### src/rtl/jtframe_scroll_tilemap_if.sv
// Memory-side bus of the scroll tilemap renderer:
// VRAM map fetch, graphics ROM fetch and line-buffer writes.
interface jtframe_scroll_tilemap_if #(
  parameter int AW  = 12,
  parameter int RAW = 20,
  parameter int PW  = 5
);
  logic [AW-1:0]  vram_addr;
  logic           vram_cs;
  logic [31:0]    vram_data;
  logic           vram_ok;
  logic [RAW-1:0] rom_addr;
  logic           rom_cs;
  logic [31:0]    rom_data;
  logic           rom_ok;
  logic [8:0]     buf_addr;
  logic [PW+3:0]  buf_data;
  logic           buf_wr;

  modport master (
    output vram_addr, vram_cs,
    input  vram_data, vram_ok,
    output rom_addr, rom_cs,
    input  rom_data, rom_ok,
    output buf_addr, buf_data, buf_wr
  );

  modport slave (
    input  vram_addr, vram_cs,
    output vram_data, vram_ok,
    input  rom_addr, rom_cs,
    output rom_data, rom_ok,
    input  buf_addr, buf_data, buf_wr
  );
endinterface

### src/rtl/jtframe_scroll_tilemap.sv
// Scrolling tile layer line renderer: map fetch, 4bpp planar
// ROM fetch, flips, wrap-around and line-buffer writes.
module jtframe_scroll_tilemap #(
  parameter int TW     = 8,
  parameter int PW     = 5,
  parameter int MAP_W  = 6,
  parameter int MAP_H  = 6,
  parameter int LINE_W = 256,
  parameter int RAW    = 20
)(
  input  logic       rst,
  input  logic       clk,
  input  logic [8:0] vrender,
  input  logic [9:0] hpos,
  input  logic [9:0] vpos,
  input  logic       start,
  input  logic       stop,
  output logic       done,
  jtframe_scroll_tilemap_if.master bus
);
  localparam int TB  = (TW == 16) ? 4 : 3;
  localparam int HB  = (TW == 16) ? 1 : 0;
  localparam bit T16 = (TW == 16);

  typedef enum logic [2:0] {
    IDLE, MAP, WAITV, ROM, WAITR, DRAW, DONE
  } state_t;

  state_t state, nxt;

  logic [9:0]    vn, hn, cnt;
  logic [15:0]   code, attr;
  logic [31:0]   pix, psh, vsh, hsh, rfull;
  logic [2:0]    k, sel, skip;
  logic [TB-1:0] row;
  logic [3:0]    colour;
  logic          half, hflip, vflip;
  logic          wr_now, last_px, tile_end;
  logic          unused_bits;

  assign hflip    = attr[14];
  assign vflip    = attr[15];
  assign sel      = hflip ? ~k : k;
  // pixel k sits at bit 31-k of each plane byte
  assign psh      = pix << sel;
  assign colour   = {psh[31], psh[23], psh[15], psh[7]};
  assign wr_now   = skip == 3'd0;
  assign last_px  = wr_now && cnt == 10'(LINE_W - 1);
  assign tile_end = k == 3'd7;
  assign vsh      = 32'(vn) >> TB;
  assign hsh      = 32'(hn) >> TB;
  assign row      = vn[TB-1:0] ^ {TB{vflip}};
  assign half     = T16 ? hn[3] ^ hflip : 1'b0;
  assign rfull    = (32'(code) << (TB + HB))
                  | (32'(half) << TB)
                  | 32'(row);
  assign unused_bits = ^{vn, hn, attr, psh, vsh, hsh, rfull};

  always_ff @(posedge clk or posedge rst) begin
    if (rst) state <= IDLE;
    else     state <= nxt;
  end

  always_comb begin
    nxt = state;
    unique case (state)
      IDLE:  if (start && !stop) nxt = MAP;
      MAP:   nxt = WAITV;
      WAITV: if (bus.vram_ok) nxt = ROM;
      ROM:   nxt = WAITR;
      WAITR: if (bus.rom_ok) nxt = DRAW;
      DRAW: begin
        if (last_px) nxt = DONE;
        else if (tile_end)
          nxt = (T16 && !hn[3]) ? ROM : MAP;
      end
      DONE:  nxt = IDLE;
      default: nxt = IDLE;
    endcase
    if (stop && state != IDLE && state != DONE)
      nxt = DONE;
  end

  always_ff @(posedge clk or posedge rst) begin
    if (rst) begin
      done          <= 1'b0;
      vn            <= '0;
      hn            <= '0;
      cnt           <= '0;
      code          <= '0;
      attr          <= '0;
      pix           <= '0;
      k             <= '0;
      skip          <= '0;
      bus.vram_addr <= '0;
      bus.vram_cs   <= 1'b0;
      bus.rom_addr  <= '0;
      bus.rom_cs    <= 1'b0;
      bus.buf_addr  <= '0;
      bus.buf_data  <= '0;
      bus.buf_wr    <= 1'b0;
    end else if (stop && state != IDLE) begin
      bus.buf_wr  <= 1'b0;
      bus.vram_cs <= 1'b0;
      bus.rom_cs  <= 1'b0;
      done        <= 1'b1;
    end else begin
      bus.buf_wr <= 1'b0;
      unique case (state)
        IDLE: begin
          if (stop) done <= 1'b1;
          else if (start) begin
            vn   <= 10'(vrender) + vpos;
            hn   <= hpos;
            cnt  <= '0;
            skip <= hpos[2:0];
            done <= 1'b0;
          end
        end
        MAP: begin
          bus.vram_addr <= {vsh[MAP_H-1:0], hsh[MAP_W-1:0]};
          bus.vram_cs   <= 1'b1;
        end
        WAITV: begin
          if (bus.vram_ok) begin
            code        <= bus.vram_data[15:0];
            attr        <= bus.vram_data[31:16];
            bus.vram_cs <= 1'b0;
          end
        end
        ROM: begin
          bus.rom_addr <= rfull[RAW-1:0];
          bus.rom_cs   <= 1'b1;
        end
        WAITR: begin
          if (bus.rom_ok) begin
            pix        <= bus.rom_data;
            bus.rom_cs <= 1'b0;
            k          <= '0;
          end
        end
        DRAW: begin
          k <= k + 3'd1;
          if (wr_now) begin
            bus.buf_wr   <= 1'b1;
            bus.buf_addr <= cnt[8:0];
            bus.buf_data <= {attr[PW-1:0], colour};
            cnt          <= cnt + 10'd1;
          end else begin
            skip <= skip - 3'd1;
          end
          if (tile_end) hn <= hn + 10'd8;
        end
        DONE: begin
          bus.vram_cs <= 1'b0;
          bus.rom_cs  <= 1'b0;
          done        <= 1'b1;
        end
        default: ;
      endcase
    end
  end
endmodule

### src/flat_wrapper.sv
// flat-port wrapper written by rule: the top's interface ports become plain ports
module jtframe_scroll_tilemap_flat 
#(
  parameter int TW     = 8,
  parameter int PW     = 5,
  parameter int MAP_W  = 6,
  parameter int MAP_H  = 6,
  parameter int LINE_W = 256,
  parameter int RAW    = 20
)
  (rst, clk, vrender, hpos, vpos, start, stop, done, bus_vram_addr, bus_vram_cs, bus_vram_data, bus_vram_ok, bus_rom_addr, bus_rom_cs, bus_rom_data, bus_rom_ok, bus_buf_addr, bus_buf_data, bus_buf_wr);
  jtframe_scroll_tilemap_if #(.AW(12), .RAW(RAW), .PW(PW)) bus_i ();
  input  logic rst;
  input  logic clk;
  input  logic [8:0] vrender;
  input  logic [9:0] hpos;
  input  logic [9:0] vpos;
  input  logic start;
  input  logic stop;
  output logic done;
  output wire logic [$bits(bus_i.vram_addr)-1:0] bus_vram_addr;
  output wire logic [$bits(bus_i.vram_cs)-1:0] bus_vram_cs;
  input wire logic [$bits(bus_i.vram_data)-1:0] bus_vram_data;
  input wire logic [$bits(bus_i.vram_ok)-1:0] bus_vram_ok;
  output wire logic [$bits(bus_i.rom_addr)-1:0] bus_rom_addr;
  output wire logic [$bits(bus_i.rom_cs)-1:0] bus_rom_cs;
  input wire logic [$bits(bus_i.rom_data)-1:0] bus_rom_data;
  input wire logic [$bits(bus_i.rom_ok)-1:0] bus_rom_ok;
  output wire logic [$bits(bus_i.buf_addr)-1:0] bus_buf_addr;
  output wire logic [$bits(bus_i.buf_data)-1:0] bus_buf_data;
  output wire logic [$bits(bus_i.buf_wr)-1:0] bus_buf_wr;
  assign bus_vram_addr = bus_i.vram_addr;
  assign bus_vram_cs = bus_i.vram_cs;
  assign bus_i.vram_data = bus_vram_data;
  assign bus_i.vram_ok = bus_vram_ok;
  assign bus_rom_addr = bus_i.rom_addr;
  assign bus_rom_cs = bus_i.rom_cs;
  assign bus_i.rom_data = bus_rom_data;
  assign bus_i.rom_ok = bus_rom_ok;
  assign bus_buf_addr = bus_i.buf_addr;
  assign bus_buf_data = bus_i.buf_data;
  assign bus_buf_wr = bus_i.buf_wr;
  jtframe_scroll_tilemap #(.TW(TW), .PW(PW), .MAP_W(MAP_W), .MAP_H(MAP_H), .LINE_W(LINE_W), .RAW(RAW)) u_core (.rst(rst), .clk(clk), .vrender(vrender), .hpos(hpos), .vpos(vpos), .start(start), .stop(stop), .done(done), .bus(bus_i));
endmodule
### config.mk
export PLATFORM = sky130hd
export DESIGN_NAME = jtframe_scroll_tilemap_flat
export DESIGN_NICKNAME = d
export VERILOG_FILES = /design/src/rtl/jtframe_scroll_tilemap_if.sv /design/src/rtl/jtframe_scroll_tilemap.sv /design/src/flat_wrapper.sv
export SDC_FILE = /design/constraint.sdc
export NUM_CORES = 1
export LEC_CHECK = 0
export ABC_AREA = 1
export BUFFER_PORTS_ARGS = -buffer_cell sky130_fd_sc_hd__buf_2
export CAP_MARGIN = 25
export CORE_MARGIN = 2
export CORE_UTILIZATION = 40
export DETAILED_ROUTE_END_ITERATION = 7
export GPL_TIMING_DRIVEN = 1
export PLACE_DENSITY = 0.63
export SYNTH_ARGS = -nofsm -noshare
export SYNTH_HDL_FRONTEND = slang
export SYNTH_SLANG_ARGS = --single-unit
### constraint.sdc
create_clock -name clk -period 5.5 [get_ports clk]
set_input_delay 0.275 -clock clk [delete_from_list [all_inputs] [get_ports clk]]
set_output_delay 0.275 -clock clk [all_outputs]
set_load 0.05 [all_outputs]
==> run summary <==
Fin. Hold Viols -> 0
post-synthesis sequential area ratio -> 0.527
Avg Cell Area, Syn -> 8.47 um2
worst reg2reg path depth -> 6
Flop pwr share -> 0.359
CTS tree -> built
Place WS -> 2.72 ns
std cell rows -> 47
vias -> 5461
status -> finished, final reports clean
die width -> 134 um
Cell Area, Synth -> 6750 um2
CTS Buf Count -> 17
cts repair resizes -> 0
worst r2r dst -> u_core.bus.buf_addr[0]$_DFFE_PP0P_
sw frac -> 0.423
Crit. End Element -> flop
post-CTS setup buffer count -> 0
Die Footprint -> 17900 um2
Starting Density -> 0.408
R2R setup slack -> 2.80 ns
Int Pwr -> 2.78 mW
power per cell area -> 586 nW/um2
Layout Nets -> 1042
initial antenna violation count -> 0
Area growth, synth to finish -> 21.9%
wire per inst -> 12.9 um
RSZ-0062 raised after global routing -> no
relative slew slack -> 0.374
Clock power frac -> 0.248
routability cong. -> 0.813
remaining antenna violation count -> 0
final WL -> 15000 um
Net Switching -> 2.04 mW
setup TNS -> 0 ns
ys async rst share -> 1.00
vias in the first global route -> 5109
gr usage total -> 0.176
Max Cap Viol -> 0
synth top area cells -> dfrtp_1 (53%), nand2_1 (13%), nand3_1 (5.6%)
Main synth FF type -> dfrtp_1
synthesis-stage register bit count -> 142
WS Path Type -> reg -> reg
Final Skew -> 0.00888 ns
hold_buf cts -> 0
area leader, netlist -> dfrtp_1
actual slew at the worst max-slew pin -> 0.936 ns
DP Wirelength -> 10300 um
largest net degree at the start of global routing -> 81
root buf cell -> clkbuf_16
required time of the critical path -> 5.80 ns
Final min period -> 2.70 ns
Skew-Pair Late Insertion Delay -> 0.42 ns
Worst Path Max Fanout -> 25
total leakage power -> 4.38 nW
fin crit share -> 0.491
Avg Vias per Cell -> 4.70
EDFF count, synth -> 0
Critical Path Sink -> u_core.bus.buf_addr[0]$_DFFE_PP0P_
Clock Pin Slew Worst Setup and Hold Paths -> 0.06 ns
Longest Clk Path Bufs -> 2
first-pass GRT wire length -> 25000 um
R2R Path Start -> u_core.state[2]$_DFFE_PP0P_
die height -> 134 um
grt ovf -> 0
post-synthesis cell count -> 796
Setup crit start -> u_core.state[2]$_DFFE_PP0P_
YS warnings -> 0
I/O Pins -> 153
Critical Path AT -> 3.00 ns
htree depth -> 4
CTS sink count -> 142
Pins Over Slew Limit -> 0
Final WS setup -> 2.80 ns
area of the core -> 16500 um2
startpoint types -> flop
Post-route DRC -> 0
Setup-failing EPs final -> 0
initial DRC count -> 320
DRT Pass-1 Iters -> 5
port buffer count -> 140
leading cell type in the layout, fill and taps excluded -> nand2_1
syn nets -> 910
max frequency -> 0.370 GHz
layout cells sized above 1 -> 0.204
combinational share of power -> 0.393
top cell type's share of synthesized area -> 0.527
Peak supply drop -> 0.380 mV
most frequent cells in the layout -> nand2_1 (233), dfrtp_1 (142), buf_2 (140), inv_1 (76), nand3_1 (75)
worst hold path type -> in -> async
Yosys cell types -> 33
how the worst min path moves through the flow:
stage                     slack, ns                        from  cells past startpoint                                  end
after floorplan                0.41           bus_vram_data[16]                      1           u_core.attr[0]$_DFFE_PP0P_
after CTS                      0.02                         rst                      2   u_core.bus.rom_addr[7]$_DFFE_PP0P_
after global placement         0.44  u_core.attr[3]$_DFFE_PP0P_                      2   u_core.bus.buf_data[7]$_DFFE_PP0P_
after global routing           0.05            bus_vram_data[6]                      2           u_core.code[6]$_DFFE_PP0P_
after detailed placement       0.45  u_core.attr[3]$_DFFE_PP0P_                      2   u_core.bus.buf_data[7]$_DFFE_PP0P_
final                         0.003                         rst                      2  u_core.bus.rom_addr[16]$_DFFE_PP0P_
sequential cells by signal, indices dropped and copies added, names as in the netlist, 6 cells and up:
name and flops:
u_core.pix 32, u_core.bus.rom_addr 19, u_core.code 16, u_core.bus.vram_addr 12, u_core.cnt 10, u_core.bus.buf_addr 9, u_core.bus.buf_data 9, u_core.vn 9
u_core.attr 7, u_core.hn 6
power by group through the flow:
stage | clock [mW] | combinational (mW) | sequential, mW
global placement | 0 | 1.88 | 1.73
detailed placement | 0 | 1.91 | 1.75
floorplan | 0 | 0.960 | 2.24
CTS | 1.22 | 1.92 | 1.73
finish | 1.19 | 1.89 | 1.73
global route | 1.27 | 2.11 | 1.78
cell type report:
class / count / area (um2)
sequential: 142 / 3550
tap: 220 / 275
antenna: 1 / 2.50
clock buffer: 20 / 457
multi-input combinational: 542 / 2740
clock inverter: 12 / 160
timing repair buffer: 142 / 716
fill: 1629 / 8300
inverter: 83 / 317
kinds of logic after synthesis:
group	synth area share
flops	0.527
fa+ha+maj	0.0289
other cells	0.000556
mux	0.0434
compound gates	0.0736
buf+inv	0.0670
simple gates	0.240
xor+xnor	0.0195
per-stage QoR:
stage / power (mW) / std cells / instance area, um2 / utilization / hold WS [ns]
floorplan: 3.20 / 796 / 6750 / - / 0.407
global placement: 3.61 / 1129 / 7600 / 0.460 / 0.445
detailed placement: 3.66 / 1129 / 7600 / 0.460 / 0.453
CTS: 4.87 / 1161 / 8220 / 0.497 / 0.0199
global route: 5.17 / 1161 / 8220 / 0.497 / 0.0546
finish: 4.81 / 1162 / 8220 / 0.497 / 0.00296
critical path, stage by stage, from the launching register on:
cell and delay (ns):
dfrtp_1 0.54, nand3_2 0.45, nor2_1 0.27, nand2_1 0.59
inv_2 0.49, nand2_1 0.11, o21a_1 0.12
routing by layer:
metal	wire, um	share of wire	global-route usage	vias up
li1	-	-	-	2816
met5	0	0	0	-
met2	6860	0.46	0.274	114
met4	134	0.0089	0.0508	0
met3	826	0.055	0.0461	9
met1	7190	0.48	0.243	2522
cells in the mapped netlist, types with 2 or more instances:
| master | n |
|---|---|
| o21ai_1 | 12 |
| dfrtp_1 | 142 |
| nor2_2 | 4 |
| clkbuf_1 | 12 |
| o21ai_0 | 36 |
| inv_1 | 77 |
| mux2_1 | 22 |
| nor2_1 | 64 |
| buf_2 | 13 |
| a21o_1 | 2 |
| buf_4 | 4 |
| a22o_1 | 2 |
| nand3_1 | 75 |
| nand3_2 | 3 |
| inv_2 | 6 |
| ha_1 | 14 |
| a21oi_1 | 37 |
| nand4_1 | 8 |
| xor2_1 | 9 |
| xnor2_1 | 6 |
| nand2_1 | 233 |
| mux2_2 | 4 |
(Power assumes the default switching activity.)
